<file path="config.mk">
export PLATFORM = sky130hd
export DESIGN_NAME = multicycle_ctrl
export DESIGN_NICKNAME = d
export VERILOG_FILES = /design/src/rtl/multicycle_ctrl_pkg.sv /design/src/rtl/multicycle_ctrl_alu_deco.sv /design/src/rtl/multicycle_ctrl.sv
export SDC_FILE = /design/constraint.sdc
export NUM_CORES = 1
export LEC_CHECK = 0
export ABC_AREA = 1
export BUFFER_PORTS_ARGS = -buffer_cell sky130_fd_sc_hd__clkbuf_2
export CORE_AREA = 2 2 41 43
export DETAILED_ROUTE_END_ITERATION = 8
export DIE_AREA = 0 0 43 45
export PLACE_DENSITY = 0.82
export SYNTH_ARGS = -nofsm -noshare
export SYNTH_HDL_FRONTEND = slang
export SYNTH_HIERARCHICAL = 1
export SYNTH_SLANG_ARGS = --single-unit
</file>
<file path="constraint.sdc">
create_clock -name clk -period 3.7 [get_ports clk]
set_clock_uncertainty 0.1 [all_clocks]
set_input_delay 0.185 -clock clk [delete_from_list [all_inputs] [get_ports clk]]
set_output_delay 0.185 -clock clk [all_outputs]
set_load 0.01 [all_outputs]
</file>
<file path="src/rtl/multicycle_ctrl_pkg.sv">
// Shared constants for the multicycle RV32I-subset controller: opcodes, FSM
// state encodings, datapath mux selects and ALU operation codes.
package multicycle_ctrl_pkg;

  localparam logic [6:0] OP_LW  = 7'b0000011;
  localparam logic [6:0] OP_SW  = 7'b0100011;
  localparam logic [6:0] OP_R   = 7'b0110011;
  localparam logic [6:0] OP_I   = 7'b0010011;
  localparam logic [6:0] OP_BR  = 7'b1100011;
  localparam logic [6:0] OP_JAL = 7'b1101111;

  // Encodings 11..15 are deliberately left unused; the FSM recovers to FETCH.
  typedef enum logic [3:0] {
    S_FETCH    = 4'd0,
    S_DECODE   = 4'd1,
    S_MEMADR   = 4'd2,
    S_MEMREAD  = 4'd3,
    S_MEMWB    = 4'd4,
    S_MEMWRITE = 4'd5,
    S_EXECR    = 4'd6,
    S_EXECI    = 4'd7,
    S_ALUWB    = 4'd8,
    S_BRANCH   = 4'd9,
    S_JAL      = 4'd10
  } state_t;

  localparam logic [1:0] RES_ALUOUT    = 2'b00;
  localparam logic [1:0] RES_DATA      = 2'b01;
  localparam logic [1:0] RES_ALURESULT = 2'b10;

  localparam logic [1:0] SRCA_PC    = 2'b00;
  localparam logic [1:0] SRCA_OLDPC = 2'b01;
  localparam logic [1:0] SRCA_RS1   = 2'b10;

  localparam logic [1:0] SRCB_RS2  = 2'b00;
  localparam logic [1:0] SRCB_IMM  = 2'b01;
  localparam logic [1:0] SRCB_FOUR = 2'b10;

  localparam logic [1:0] IMM_I = 2'b00;
  localparam logic [1:0] IMM_S = 2'b01;
  localparam logic [1:0] IMM_B = 2'b10;
  localparam logic [1:0] IMM_J = 2'b11;

  localparam logic [1:0] ALUOP_ADD   = 2'b00;
  localparam logic [1:0] ALUOP_SUB   = 2'b01;
  localparam logic [1:0] ALUOP_FUNCT = 2'b10;

  localparam logic [2:0] ALU_ADD = 3'b000;
  localparam logic [2:0] ALU_SUB = 3'b001;
  localparam logic [2:0] ALU_AND = 3'b010;
  localparam logic [2:0] ALU_OR  = 3'b011;
  localparam logic [2:0] ALU_SLT = 3'b101;

endpackage

</file>
<file path="src/rtl/multicycle_ctrl_alu_deco.sv">
// ALU decoder shared with the single-cycle core: maps aluOp plus the
// instruction's funct fields onto the ALU operation select.
module aluDeco
  import multicycle_ctrl_pkg::*;
(
  input  logic       op5_i,
  input  logic       funct7b5_i,
  input  logic [2:0] funct3_i,
  input  logic [1:0] aluOp_i,
  output logic [2:0] aluControl_o
);

  // Only R-type (op5 set) with funct7[5] set turns funct3 000 into a subtract.
  always_comb begin
    aluControl_o = ALU_ADD;
    case (aluOp_i)
      ALUOP_ADD: aluControl_o = ALU_ADD;
      ALUOP_SUB: aluControl_o = ALU_SUB;
      ALUOP_FUNCT: begin
        case (funct3_i)
          3'b000:  aluControl_o = (op5_i & funct7b5_i) ? ALU_SUB : ALU_ADD;
          3'b010:  aluControl_o = ALU_SLT;
          3'b110:  aluControl_o = ALU_OR;
          3'b111:  aluControl_o = ALU_AND;
          default: aluControl_o = ALU_ADD;
        endcase
      end
      default: aluControl_o = ALU_ADD;
    endcase
  end

endmodule

</file>
<file path="src/rtl/multicycle_ctrl.sv">
// Control FSM for the multicycle RV32I-subset datapath: sequences each
// instruction over several cycles and drives every mux select and strobe.
module multicycle_ctrl
  import multicycle_ctrl_pkg::*;
#(
  parameter int STATE_W = 4
) (
  input  logic               clk,
  input  logic               rst_n,
  input  logic [6:0]         op,
  input  logic [2:0]         f3,
  input  logic               f7,
  input  logic               zero,
  input  logic               memReady,
  output logic               pcWrite,
  output logic               adrSrc,
  output logic               memWrite,
  output logic               irWrite,
  output logic [1:0]         resSrc,
  output logic [1:0]         aluSrcA,
  output logic [1:0]         aluSrcB,
  output logic [2:0]         ALUcontrol,
  output logic [1:0]         immSrc,
  output logic               regWrite,
  output logic               illegal,
  output logic [STATE_W-1:0] dbgState
);

  state_t     state_q, state_d;
  logic       pcUpdate, branch;
  logic       adrSrcRaw, memWriteRaw, irWriteRaw, regWriteRaw, illegalRaw;
  logic [1:0] resSrcRaw, aluSrcARaw, aluSrcBRaw, aluOp, immSrcRaw;
  logic [2:0] aluCtlRaw;

  always_ff @(posedge clk or negedge rst_n) begin
    if (!rst_n) state_q <= S_FETCH;
    else        state_q <= state_d;
  end

  always_comb begin
    state_d     = S_FETCH;
    pcUpdate    = 1'b0;
    branch      = 1'b0;
    adrSrcRaw   = 1'b0;
    memWriteRaw = 1'b0;
    irWriteRaw  = 1'b0;
    regWriteRaw = 1'b0;
    illegalRaw  = 1'b0;
    resSrcRaw   = RES_ALUOUT;
    aluSrcARaw  = SRCA_PC;
    aluSrcBRaw  = SRCB_RS2;
    aluOp       = ALUOP_ADD;
    case (state_q)
      S_FETCH: begin
        aluSrcBRaw = SRCB_FOUR;
        resSrcRaw  = RES_ALURESULT;
        if (memReady) begin
          irWriteRaw = 1'b1;
          pcUpdate   = 1'b1;
          state_d    = S_DECODE;
        end else begin
          state_d = S_FETCH;
        end
      end
      S_DECODE: begin
        aluSrcARaw = SRCA_OLDPC;
        aluSrcBRaw = SRCB_IMM;
        case (op)
          OP_LW, OP_SW: state_d = S_MEMADR;
          OP_R:         state_d = S_EXECR;
          OP_I:         state_d = S_EXECI;
          OP_BR:        state_d = S_BRANCH;
          OP_JAL:       state_d = S_JAL;
          default: begin
            state_d    = S_FETCH;
            illegalRaw = 1'b1;
          end
        endcase
      end
      S_MEMADR: begin
        aluSrcARaw = SRCA_RS1;
        aluSrcBRaw = SRCB_IMM;
        state_d    = (op == OP_SW) ? S_MEMWRITE : S_MEMREAD;
      end
      S_MEMREAD: begin
        adrSrcRaw = 1'b1;
        state_d   = memReady ? S_MEMWB : S_MEMREAD;
      end
      S_MEMWB: begin
        resSrcRaw   = RES_DATA;
        regWriteRaw = 1'b1;
      end
      // The write strobe stays up until memory accepts it.
      S_MEMWRITE: begin
        adrSrcRaw   = 1'b1;
        memWriteRaw = 1'b1;
        state_d     = memReady ? S_FETCH : S_MEMWRITE;
      end
      S_EXECR: begin
        aluSrcARaw = SRCA_RS1;
        aluSrcBRaw = SRCB_RS2;
        aluOp      = ALUOP_FUNCT;
        state_d    = S_ALUWB;
      end
      S_EXECI: begin
        aluSrcARaw = SRCA_RS1;
        aluSrcBRaw = SRCB_IMM;
        aluOp      = ALUOP_FUNCT;
        state_d    = S_ALUWB;
      end
      S_ALUWB: begin
        regWriteRaw = 1'b1;
      end
      S_BRANCH: begin
        aluSrcARaw = SRCA_RS1;
        aluSrcBRaw = SRCB_RS2;
        aluOp      = ALUOP_SUB;
        branch     = 1'b1;
      end
      S_JAL: begin
        aluSrcARaw = SRCA_OLDPC;
        aluSrcBRaw = SRCB_FOUR;
        pcUpdate   = 1'b1;
        state_d    = S_ALUWB;
      end
      default: state_d = S_FETCH;
    endcase
  end

  always_comb begin
    case (op)
      OP_LW, OP_I: immSrcRaw = IMM_I;
      OP_SW:       immSrcRaw = IMM_S;
      OP_BR:       immSrcRaw = IMM_B;
      OP_JAL:      immSrcRaw = IMM_J;
      default:     immSrcRaw = IMM_I;
    endcase
  end

  aluDeco uAluDeco (
    .op5_i        (op[5]),
    .funct7b5_i   (f7),
    .funct3_i     (f3),
    .aluOp_i      (aluOp),
    .aluControl_o (aluCtlRaw)
  );

  // Reset gates every output combinationally so strobes drop the same instant.
  always_comb begin
    pcWrite    = 1'b0;
    adrSrc     = 1'b0;
    memWrite   = 1'b0;
    irWrite    = 1'b0;
    resSrc     = RES_ALUOUT;
    aluSrcA    = SRCA_PC;
    aluSrcB    = SRCB_RS2;
    ALUcontrol = ALU_ADD;
    immSrc     = IMM_I;
    regWrite   = 1'b0;
    illegal    = 1'b0;
    if (rst_n) begin
      pcWrite    = pcUpdate | (branch & (zero ^ f3[0]));
      adrSrc     = adrSrcRaw;
      memWrite   = memWriteRaw;
      irWrite    = irWriteRaw;
      resSrc     = resSrcRaw;
      aluSrcA    = aluSrcARaw;
      aluSrcB    = aluSrcBRaw;
      ALUcontrol = aluCtlRaw;
      immSrc     = immSrcRaw;
      regWrite   = regWriteRaw;
      illegal    = illegalRaw;
    end
  end

  assign dbgState = STATE_W'(state_q);

endmodule

</file>
==> results of run 1 <==
==> Yosys cell counts <==
master	number
sky130_fd_sc_hd__nor2_2	3
sky130_fd_sc_hd__nand2_1	33
sky130_fd_sc_hd__xor2_1	1
sky130_fd_sc_hd__ha_1	2
sky130_fd_sc_hd__buf_2	1
sky130_fd_sc_hd__o21ai_0	2
sky130_fd_sc_hd__inv_1	30
sky130_fd_sc_hd__nor2_4	3
sky130_fd_sc_hd__inv_2	3
sky130_fd_sc_hd__nand4_1	2
sky130_fd_sc_hd__dfrtp_1	4
sky130_fd_sc_hd__o21ai_1	1
sky130_fd_sc_hd__a21oi_1	5
sky130_fd_sc_hd__o211ai_1	1
sky130_fd_sc_hd__and3_1	1
sky130_fd_sc_hd__nand3_1	21
sky130_fd_sc_hd__nor2_1	14
==> layout make-up <==
class / count / area share, %
clock buffer: 3 / 2.54
inverter: 33 / 14.0
multi-input combinational: 89 / 49.0
sequential: 4 / 11.3
tap: 16 / 2.26
timing repair buffer: 36 / 20.9
==> through the flow <==
step                util [%]  worst slack (ns)  instance area, sq um  hold WS [ns]  power, mW
detailed placement      58.0              1.66                   853       -0.0386      0.254
finish                  60.2              1.39                   886         0.168      0.314
global route            60.2              1.19                   886         0.190      0.343
floorplan                  -              1.83                   663        -0.211      0.191
global placement        58.0              1.74                   853       -0.0392      0.252
CTS                     60.2              1.40                   886         0.170      0.314
==> power by group through the flow <==
stage	clock (mW)	sequential (mW)	combinational, mW
floorplan	0	0.0747	0.116
global placement	0	0.0706	0.181
detailed placement	0	0.0719	0.182
CTS	0.0587	0.0712	0.184
global route	0.0625	0.0735	0.207
finish	0.0584	0.0719	0.184
==> what timing repair did <==
item,in CTS,in global routing
endpoints found under the hold margin,4,0
setup endpoints to repair,0,0
gates resized for setup,0,0
hold buffers,1,0
==> layer usage <==
layer	track usage (%)	wire length [um]
met3	4.00	129
met2	36.4	830
met4	14.5	88
met5	0	0
met1	24.0	691
==> kinds of logic (layout without fill, tap and decap cells) <==
group	count (synthesis)	count (layout)	synth area share, %
buffers and inverters	34	72	19.4
and+or+nand+nor	77	77	53.2
adders and majority gates	2	2	3.77
DFF	4	4	15.1
AOI/OAI and AO/OA	9	9	7.17
xor gates and xnor gates	1	1	1.32
==> critical path, delay by kind of cell, from the launching register on <==
family / cells / cell delay (ns)
adders and majority gates: 1 / 0.31
buffers and inverters: 6 / 0.49
DFF: 1 / 0.43
and+or+nand+nor: 5 / 0.55
==> how the worst min path moves through the flow <==
stage | from | endpoint | slack (ns) | cells after the start
global placement | rst_n | dbgState[3]$_DFF_PN0_ | -0.04 | 1
finish | op[4] | dbgState[2]$_DFF_PN0_ | 0.17 | 3
detailed placement | rst_n | dbgState[3]$_DFF_PN0_ | -0.04 | 1
CTS | op[4] | dbgState[2]$_DFF_PN0_ | 0.17 | 3
floorplan | rst_n | dbgState[0]$_DFF_PN0_ | -0.21 | 0
global route | memReady | dbgState[0]$_DFF_PN0_ | 0.19 | 3
==> results.yml, run 1 <==
floorplanning:
  ios: 36
  die_h_um: 45
  dieArea_sq_mm: 0.00194
  die_width_um: 43
  placementRows: 14
  initial_cell_density_of_the_core_pct: 45.1
  placeableCoreArea_sq_mm: 0.00147
power:
  pwr-share-comb_pct: 58.5
  power.sequential.fraction_pct: 22.9
  intPower_mw: 0.157
  clkPwrFrac_pct: 18.6
  sw_frac_of_total_pct: 50.0
  p_sw_mw: 0.157
  max-vdd-ir-drop_mv: 0.152
  total_leakage_power_nw: 0.619
  power.density_cell_area_mw_per_mm2: 355
detailed_routing:
  detail_route.wirelength_um: 1740
  detail_route.drc_violations: 0
  ant_nets: 0
  dr.first_iter.drc_count: 22
  wl_per_cell_um: 9.61
  first_pass_iters: 4
  num_vias: 884
  routed_via_density: 4.88
place:
  gp_routability_congestion: 0.894
  port-buffer-count: 35
  place.detailed.hpwl_um: 1420
  post-place-cells: 177
clock_network:
  clock_sinks: 4
  worst_skew_pair.late_latency_ns: 0.25
  cts_root_cell: "sky130_fd_sc_hd__clkbuf_4"
  clk_buf_depth: 2
  cts.repair_timing.setup_buffer_count: 0
  clock_tree.htree_level_count: 1
  tritoncts.num_buffers: 3
  tritoncts_clock_tree: "yes"
  worst_setup_hold_path_clk_slew_ns: 0.05
status:
  status: "completed"
final_layout:
  antenna_cells_inserted: 0
  mostFrequentLayoutCells: "sky130_fd_sc_hd__clkbuf_2, sky130_fd_sc_hd__nand2_1, sky130_fd_sc_hd__inv_1, sky130_fd_sc_hd__nand3_1, sky130_fd_sc_hd__nor2_1"
  nNetsFinal: 184
  layoutNonFillerInstCount: 181
  final_layout_size_suffix_gt1_share_pct: 28.5
  mostFrequentLayoutCell: "sky130_fd_sc_hd__clkbuf_2"
  regArea_sq_um: 100
  synth_to_final_area_change_pct: 33.6
  fillCellCount: 154
  area_of_the_multi_input_gates_sq_um: 434
  number_of_flip_flops_under_the_largest_register_name: 4
worst_setup_path:
  critical_path.startpoint: "dbgState[3]$_DFF_PN0_"
  cp-end-kind: "output port"
  timing.reg2reg.worst_path_depth: 5
  arrival_ns: 2.02
  timing.rr.start: "dbgState[2]$_DFF_PN0_"
  worst-endpoint-required_ns: 3.41
  timing.critical_path.to: "ALUcontrol[2]"
  timing_worst_setup_path_type: "register to output port"
  critical_path.cell_chain: "inv_1, nor2_2, inv_2, nor2_4, inv_1, ha_1, inv_1, nand4_1, nor2_1, nand2_1, inv_1, clkbuf_2"
  critical_path.max_stage_delay_ns: 0.43
  critical_path.max_fanout: 4
  critical_path.slowest_cell: "sky130_fd_sc_hd__dfrtp_1"
  cpMostUsedCell: "sky130_fd_sc_hd__inv_1"
  r2r_slack_ns: 2.41
  timing.critical_path.from_type: "register"
  regToRegEndpoint: "dbgState[2]$_DFF_PN0_"
yosys:
  yosys_warnings: 6
  postSynthRegisterBits: 4
  post_synth_num_cell_types: 17
  yosysTopAreaCell: "sky130_fd_sc_hd__nand2_1"
  syn-cell-area_sq_um: 663
  yosys-top-cells-area: "sky130_fd_sc_hd__nand2_1, sky130_fd_sc_hd__inv_1, sky130_fd_sc_hd__nand3_1"
  syn_area_per_cell_sq_um: 5.22
  syn-num-nets: 144
  post_synth_inst_count: 127
  synth_sequential_area_ratio_pct: 15.1
  post-synth-top-area-fraction_pct: 18.7
global_route:
  grt_antenna_before_repair: 0
  grt_pass1_wl_um: 3060
  number_of_global_route_vias_before_repair: 783
  grt_max_degree: 14
  grt_remaining_overflow: 0
  track_usage_pct: 21.2
timing:
  timing_worst_slew_pin_value_ns: 0.303
  timing.final.crit_period_ns: 2.31
  slew_violations: 0
  setup_viol: 0
  unrepaired_setup_endpoints_after_global_routing: "no"
  slew_headroom_pct: 79.8
  fmax_mhz: 434
  timing.final.crit_share_pct: 62.3
  fin_setup_tns_ns: 0
  timing.final.hold_violations: 0
flow_run:
  max-cap-violations: 0
min_path:
  worst_hold_path_type: "input pin to register"
Note: power is estimated with default switching activity, not from simulation.
==> inputs of run 2 (changes only) <==
Settings changed: CORE_AREA 2 2 41 43 to 2 2 43 45, DIE_AREA 0 0 43 45 to 0 0 45 47, PLACE_DENSITY 0.82 to 0.76.
Clock period 3.7 ns to 2.18 ns, I/O delays scaled along.
==> results.yml, run 2 (synthesis results as in run 1) <==
detailed_routing:
  detail_route.drc_violations: 0
  first_pass_iters: 4
  wl_met3_um: 138
  m1WireLength_um: 763
  detail_route.wirelength_um: 1830
  routed_via_density: 4.76
  wl_met2_um: 928
  topRoutingLayerUsed: "met3"
  dr.first_iter.drc_count: 15
  ant_nets: 0
  num_vias: 885
  wl_per_cell_um: 9.84
floorplanning:
  placeableCoreArea_sq_mm: 0.00165
  placementRows: 15
  die_width_um: 45
  initial_cell_density_of_the_core_pct: 40.2
  ios: 36
  die_h_um: 47
  dieArea_sq_mm: 0.00212
place:
  gp_routability_congestion: 0.855
  place.detailed.hpwl_um: 1490
  port-buffer-count: 35
final_layout:
  antenna_cells_inserted: 0
  mostFrequentLayoutCells: "sky130_fd_sc_hd__clkbuf_2, sky130_fd_sc_hd__nand2_1, sky130_fd_sc_hd__inv_1, sky130_fd_sc_hd__nand3_1, sky130_fd_sc_hd__nor2_1"
  mostFrequentLayoutCell: "sky130_fd_sc_hd__clkbuf_2"
  number_of_flip_flops_under_the_largest_register_name: 4
  fin_util_pct: 57.2
  final_layout_size_suffix_gt1_share_pct: 34.9
  synth_to_final_area_change_pct: 42.5
  nNetsFinal: 188
timing:
  timing.final.crit_share_pct: 95.5
  setup_viol: 0
  timing_worst_slew_pin_value_ns: 0.270
  slew_violations: 0
  timing.final.hold_violations: 0
  timing.final.crit_period_ns: 2.08
  slew_headroom_pct: 82.0
  fmax_mhz: 480
worst_setup_path:
  r2r_slack_ns: 0.84
  worstPathBufferInverterCount: 6
  worst-endpoint-required_ns: 1.97
  critical_path.cell_chain: "inv_2, nor2_4, inv_2, nor2_4, inv_2, ha_4, inv_1, nand4_1, nor2_1, nand2_1, inv_1, buf_2"
  critical_path.max_fanout: 4
  timing.critical_path.max_delay_family: "simple AND/OR/NAND/NOR gates"
  timing.critical_path.from_type: "register"
  cp-end-kind: "output port"
  regToRegEndpoint: "dbgState[2]$_DFF_PN0_"
  critical_path.slowest_cell: "sky130_fd_sc_hd__dfrtp_1"
  timing_worst_setup_path_type: "register to output port"
  timing.rr.start: "dbgState[3]$_DFF_PN0_"
  cpMostUsedCell: "sky130_fd_sc_hd__inv_2"
  critical_path.max_stage_delay_ns: 0.38
  timing.reg2reg.worst_path_depth: 6
  arrival_ns: 1.87
clock_network:
  clk_buf_depth: 2
  clock_sinks: 4
  cts_root_cell: "sky130_fd_sc_hd__clkbuf_4"
  clock_tree.htree_level_count: 1
  worst_setup_hold_path_clk_slew_ns: 0.04
  tritoncts_clock_tree: "yes"
  worst_skew_pair.late_latency_ns: 0.23
  tritoncts.num_buffers: 3
min_path:
  hold_depth: 3
  worst_hold_path_type: "input pin to register"
  worstHoldEndpoint: "dbgState[2]$_DFF_PN0_"
  hold_path_startpoint: "op[4]"
status:
  status: "completed"
power:
  total_leakage_power_nw: 0.633
  max-vdd-ir-drop_mv: 0.395
  power.density_cell_area_mw_per_mm2: 602
  finalPower_mw: 0.569
global_route:
  grt_remaining_overflow: 0
  number_of_global_route_vias_before_repair: 780
  track_usage_pct: 17.7
  grt_max_degree: 14
  grt_antenna_before_repair: 0
  grt_pass1_wl_um: 2860
flow_run:
  max-cap-violations: 0
==> run 2: changes by cell type in the layout (fill, tap and decap cells not counted), sizes merged <==
cell    previous run  this run
buf                0         5
clkbuf            38        37
==> run 2: power breakdown <==
part | switching (mW) | total, mW | internal [mW]
Sequential | 0.0291 | 0.122 | 0.0931
Combinational | 0.215 | 0.355 | 0.140
Clock | 0.0301 | 0.0916 | 0.0616
Total | 0.275 | 0.569 | 0.294
==> run 2: cell type report <==
cell class | count | area [sq um]
clock buffers | 3 | 22.5
well taps | 17 | 21.3
inverters | 33 | 124
fillers | 181 | 707
repair buffers | 40 | 215
flip-flops and latches | 4 | 103
multi-input cells | 89 | 459
==> run 2: repair_timing <==
item	in CTS	in global routing
pin swaps	1	5
hold buffers	1	0
endpoints found under the hold margin	4	0
resized for setup	1	10
setup endpoints to repair	2	3
setup buffers	1	3
==> run 2: worst register-to-register path, delay by kind of cell, from the launching register on <==
kind	cells	cell delay [ns]
and+or+nand+nor	4	0.54
DFF	1	0.36
buffers and inverters	2	0.27
==> run 2: metal layers <==
layer / up-vias / track usage [%]
met3: 0 / 3.08
met5: - / 0
met2: 34 / 32.6
met4: 0 / 5.88
li1: 474 / -
met1: 377 / 20.8
==> run 2: worst max path at each step <==
stage                     depth (start not counted)             startpoint  slack (ns)            end
after floorplan                                  11  dbgState[3]$_DFF_PN0_        0.39  ALUcontrol[2]
after global placement                           11  dbgState[2]$_DFF_PN0_        0.30  ALUcontrol[2]
after detailed placement                         12  dbgState[3]$_DFF_PN0_        0.24  ALUcontrol[2]
after CTS                                        11  dbgState[2]$_DFF_PN0_       0.004  ALUcontrol[2]
after global routing                             12  dbgState[0]$_DFF_PN0_       -0.02  ALUcontrol[2]
final                                            12  dbgState[0]$_DFF_PN0_         0.1  ALUcontrol[2]
==> run 2: per-stage QoR <==
step | cells | instance area, sq um | setup slack (ns) | hold slack (ns) | TNS (ns)
after global placement | 178 | 855 | 0.298 | -0.113 | 0
after detailed placement | 178 | 855 | 0.235 | -0.111 | 0
after floorplan | 127 | 663 | 0.390 | -0.287 | 0
after global routing | 186 | 945 | -0.0234 | 0.115 | -0.0271
final | 186 | 945 | 0.0973 | 0.0955 | 0
after CTS | 183 | 896 | 0.00400 | 0.0955 | 0
==> inputs of run 3 (changes only) <==
Settings changed: ABC_AREA 1 to 0, PLACE_DENSITY 0.76 to 0.78.
==> results.yml, run 3 <==
yosys:
  synth_fa_ha_area_share_pct: 3.58
  syn-cell-area_sq_um: 698
  synth_common_cells: "sky130_fd_sc_hd__nor2_1, sky130_fd_sc_hd__and2_1, sky130_fd_sc_hd__inv_1, sky130_fd_sc_hd__nor2b_1, sky130_fd_sc_hd__a21oi_1"
  postSynth.asyncResetShare_pct: 100
  muxShareOfSynthArea_pct: 2.87
  syn_area_per_cell_sq_um: 7.43
  yosys_warnings: 6
  synth_top_flop_cell: "sky130_fd_sc_hd__dfrtp_1"
  postSynthRegisterBits: 4
  syn-num-nets: 111
  post_synth_inst_count: 94
  yosysTopAreaCell: "sky130_fd_sc_hd__dfrtp_1"
  fraction_of_synthesized_cell_area_in_xor_and_xnor_cells_pct: 5.02
  synth_compound_area_share_pct: 20.4
  synth_sequential_area_ratio_pct: 14.3
  yosys.cell_count.top_type: "sky130_fd_sc_hd__nor2_1"
  post_synth_num_cell_types: 44
  combinational_family_with_the_most_area_after_synthesis: "simple AND/OR/NAND/NOR gates"
  synthSimpleGateAreaFrac_pct: 46.8
  post-synth-top-area-fraction_pct: 14.3
  synth_edf_count: 0
  yosys-top-cells-area: "sky130_fd_sc_hd__dfrtp_1, sky130_fd_sc_hd__and2_1, sky130_fd_sc_hd__nor2b_1"
detailed_routing:
  detail_route.drc_violations: 0
  dr.first_iter.drc_count: 22
  first_pass_iters: 4
  detail_route.wirelength_um: 1980
  wl_per_cell_um: 13.3
  num_vias: 866
  routed_via_density: 5.85
  ant_nets: 0
power:
  p_sw_mw: 0.129
  power.density_cell_area_mw_per_mm2: 363
  total_leakage_power_nw: 0.440
  sw_frac_of_total_pct: 37.8
  pwr-share-comb_pct: 49.0
  max-vdd-ir-drop_mv: 0.188
  finalPower_mw: 0.341
  intPower_mw: 0.212
  power.sequential.fraction_pct: 24.1
  clkPwrFrac_pct: 26.9
floorplanning:
  ios: 36
  initial_cell_density_of_the_core_pct: 42.3
  dieArea_sq_mm: 0.00212
  placeableCoreArea_sq_mm: 0.00165
  die_h_um: 47
  placementRows: 15
  die_width_um: 45
worst_setup_path:
  cp-end-kind: "output port"
  worst-endpoint-required_ns: 1.97
  critical_path.cell_chain: "and4bb_2, inv_1, ha_1, and4b_2, and2_1, clkbuf_2"
  critical_path.slowest_cell: "sky130_fd_sc_hd__dfrtp_1"
  timing_worst_setup_path_type: "register to output port"
  arrival_ns: 1.84
  timing.critical_path.from_type: "register"
  critical_path.max_fanout: 3
  critical_path.max_stage_delay_ns: 0.37
timing:
  timing.final.crit_period_ns: 2.04
  fin_setup_tns_ns: 0
  timing_worst_slew_pin_value_ns: 0.412
  timing.final.hold_violations: 0
  fmax_mhz: 489
  setup_viol: 0
  unrepaired_setup_endpoints_after_global_routing: "no"
  slew_violations: 0
  slew_headroom_pct: 72.5
  timing.final.crit_share_pct: 93.8
clock_network:
  tritoncts.num_buffers: 3
  clk_buf_depth: 2
  tritoncts_clock_tree: "yes"
  cts_root_cell: "sky130_fd_sc_hd__clkbuf_4"
  clock_sinks: 4
  worst_setup_hold_path_clk_slew_ns: 0.04
  worst_skew_pair.late_latency_ns: 0.23
  cts.repair_timing.setup_buffer_count: 0
  clock_tree.htree_level_count: 1
final_layout:
  synth_to_final_area_change_pct: 34.6
  fillCellCount: 159
  regArea_sq_um: 100
  mostFrequentLayoutCells: "sky130_fd_sc_hd__clkbuf_2, sky130_fd_sc_hd__nor2_1, sky130_fd_sc_hd__inv_1, sky130_fd_sc_hd__and2_1"
  final_layout_size_suffix_gt1_share_pct: 38.2
  nNetsFinal: 150
  mostFrequentLayoutCell: "sky130_fd_sc_hd__clkbuf_2"
  antenna_cells_inserted: 0
  area_of_the_multi_input_gates_sq_um: 558
  number_of_flip_flops_under_the_largest_register_name: 4
global_route:
  grt_pass1_wl_um: 3030
  grt_antenna_before_repair: 0
  grt_remaining_overflow: 0
  number_of_global_route_vias_before_repair: 706
  grt_max_degree: 19
  track_usage_pct: 18.9
place:
  place.detailed.hpwl_um: 1450
  gp_routability_congestion: 0.885
  port-buffer-count: 35
min_path:
  worst_hold_path_type: "input pin to register"
flow_run:
  max-cap-violations: 0
status:
  status: "completed"
==> run 3: power groups by stage <==
stage	Sequential [mW]	Clock (mW)	Combinational, mW
floorplan	0.0877	0	0.0955
global placement	0.0829	0	0.159
detailed placement	0.0832	0	0.161
CTS	0.0822	0.0933	0.164
global route	0.0825	0.0989	0.183
finish	0.0822	0.0916	0.167
==> run 3: layout make-up <==
cell class                 instances  share of cell area (%)
multi-input combinational         78                    59.4
timing repair buffer              40                    22.9
sequential                         4                    10.7
clock buffer                       3                    2.40
inverter                           6                    2.40
tap                               17                    2.26
==> run 3: cell families after synthesis <==
logic type | Yosys count
AND/OR/NAND/NOR | 51
flip-flops | 4
XOR/XNOR | 4
buffers and inverters | 12
multiplexers | 2
adder cells (fa/ha/maj) | 2
AO/OA/AOI/OAI | 19
==> run 3: final timing paths <==
| kind | cells past startpoint | startpoint | to | slack [ns] |
|---|---|---|---|---|
| hold reg to reg | 3 | dbgState[3]$_DFF_PN0_ | dbgState[1]$_DFF_PN0_ | 0.54 |
| max in group asynchronous | 2 | rst_n | dbgState[2]$_DFF_PN0_ | 1.56 |
| setup / recovery | 6 | dbgState[1]$_DFF_PN0_ | ALUcontrol[1] | 0.14 |
| setup reg to reg | 4 | dbgState[1]$_DFF_PN0_ | dbgState[0]$_DFF_PN0_ | 0.44 |
| min in group asynchronous | 2 | rst_n | dbgState[3]$_DFF_PN0_ | 0.20 |
| hold / removal | 2 | op[2] | dbgState[0]$_DFF_PN0_ | 0.1 |
==> run 3: repair_timing <==
action                     4_1_cts  5_1_grt
hold buffers                     1        0
setup endpoints to repair        0        1
hold endpoints to repair         4        0
gates resized for setup          0        2
==> run 3: critical path: cells and delay by family, from the launching register on <==
kind          cells  cell delay [ns]
flops             1             0.37
simple gates      3             0.73
buf+inv           2             0.17
fa+ha+maj         1             0.33
==> run 3: routing by layer <==
layer  track usage (%)  vias to the layer above  routed length, um
li1                  -                      423                  -
met1              24.2                      410                814
met2              34.0                       29               1050
met3              1.54                        4                 82
met4              5.29                        0                 28
met5                 0                        -                  0
==> run 3: through the flow <==
stage | util [%] | setup slack (ns) | hold slack (ns) | instances | cell area (sq um)
after floorplan | - | 0.213 | -0.287 | 94 | 698
after global placement | 54.4 | 0.409 | -0.115 | 144 | 898
after detailed placement | 54.4 | 0.322 | -0.118 | 144 | 898
after CTS | 56.4 | 0.0809 | 0.0815 | 148 | 931
after global routing | 56.9 | 0.0381 | 0.109 | 148 | 940
final | 56.9 | 0.136 | 0.0971 | 148 | 940
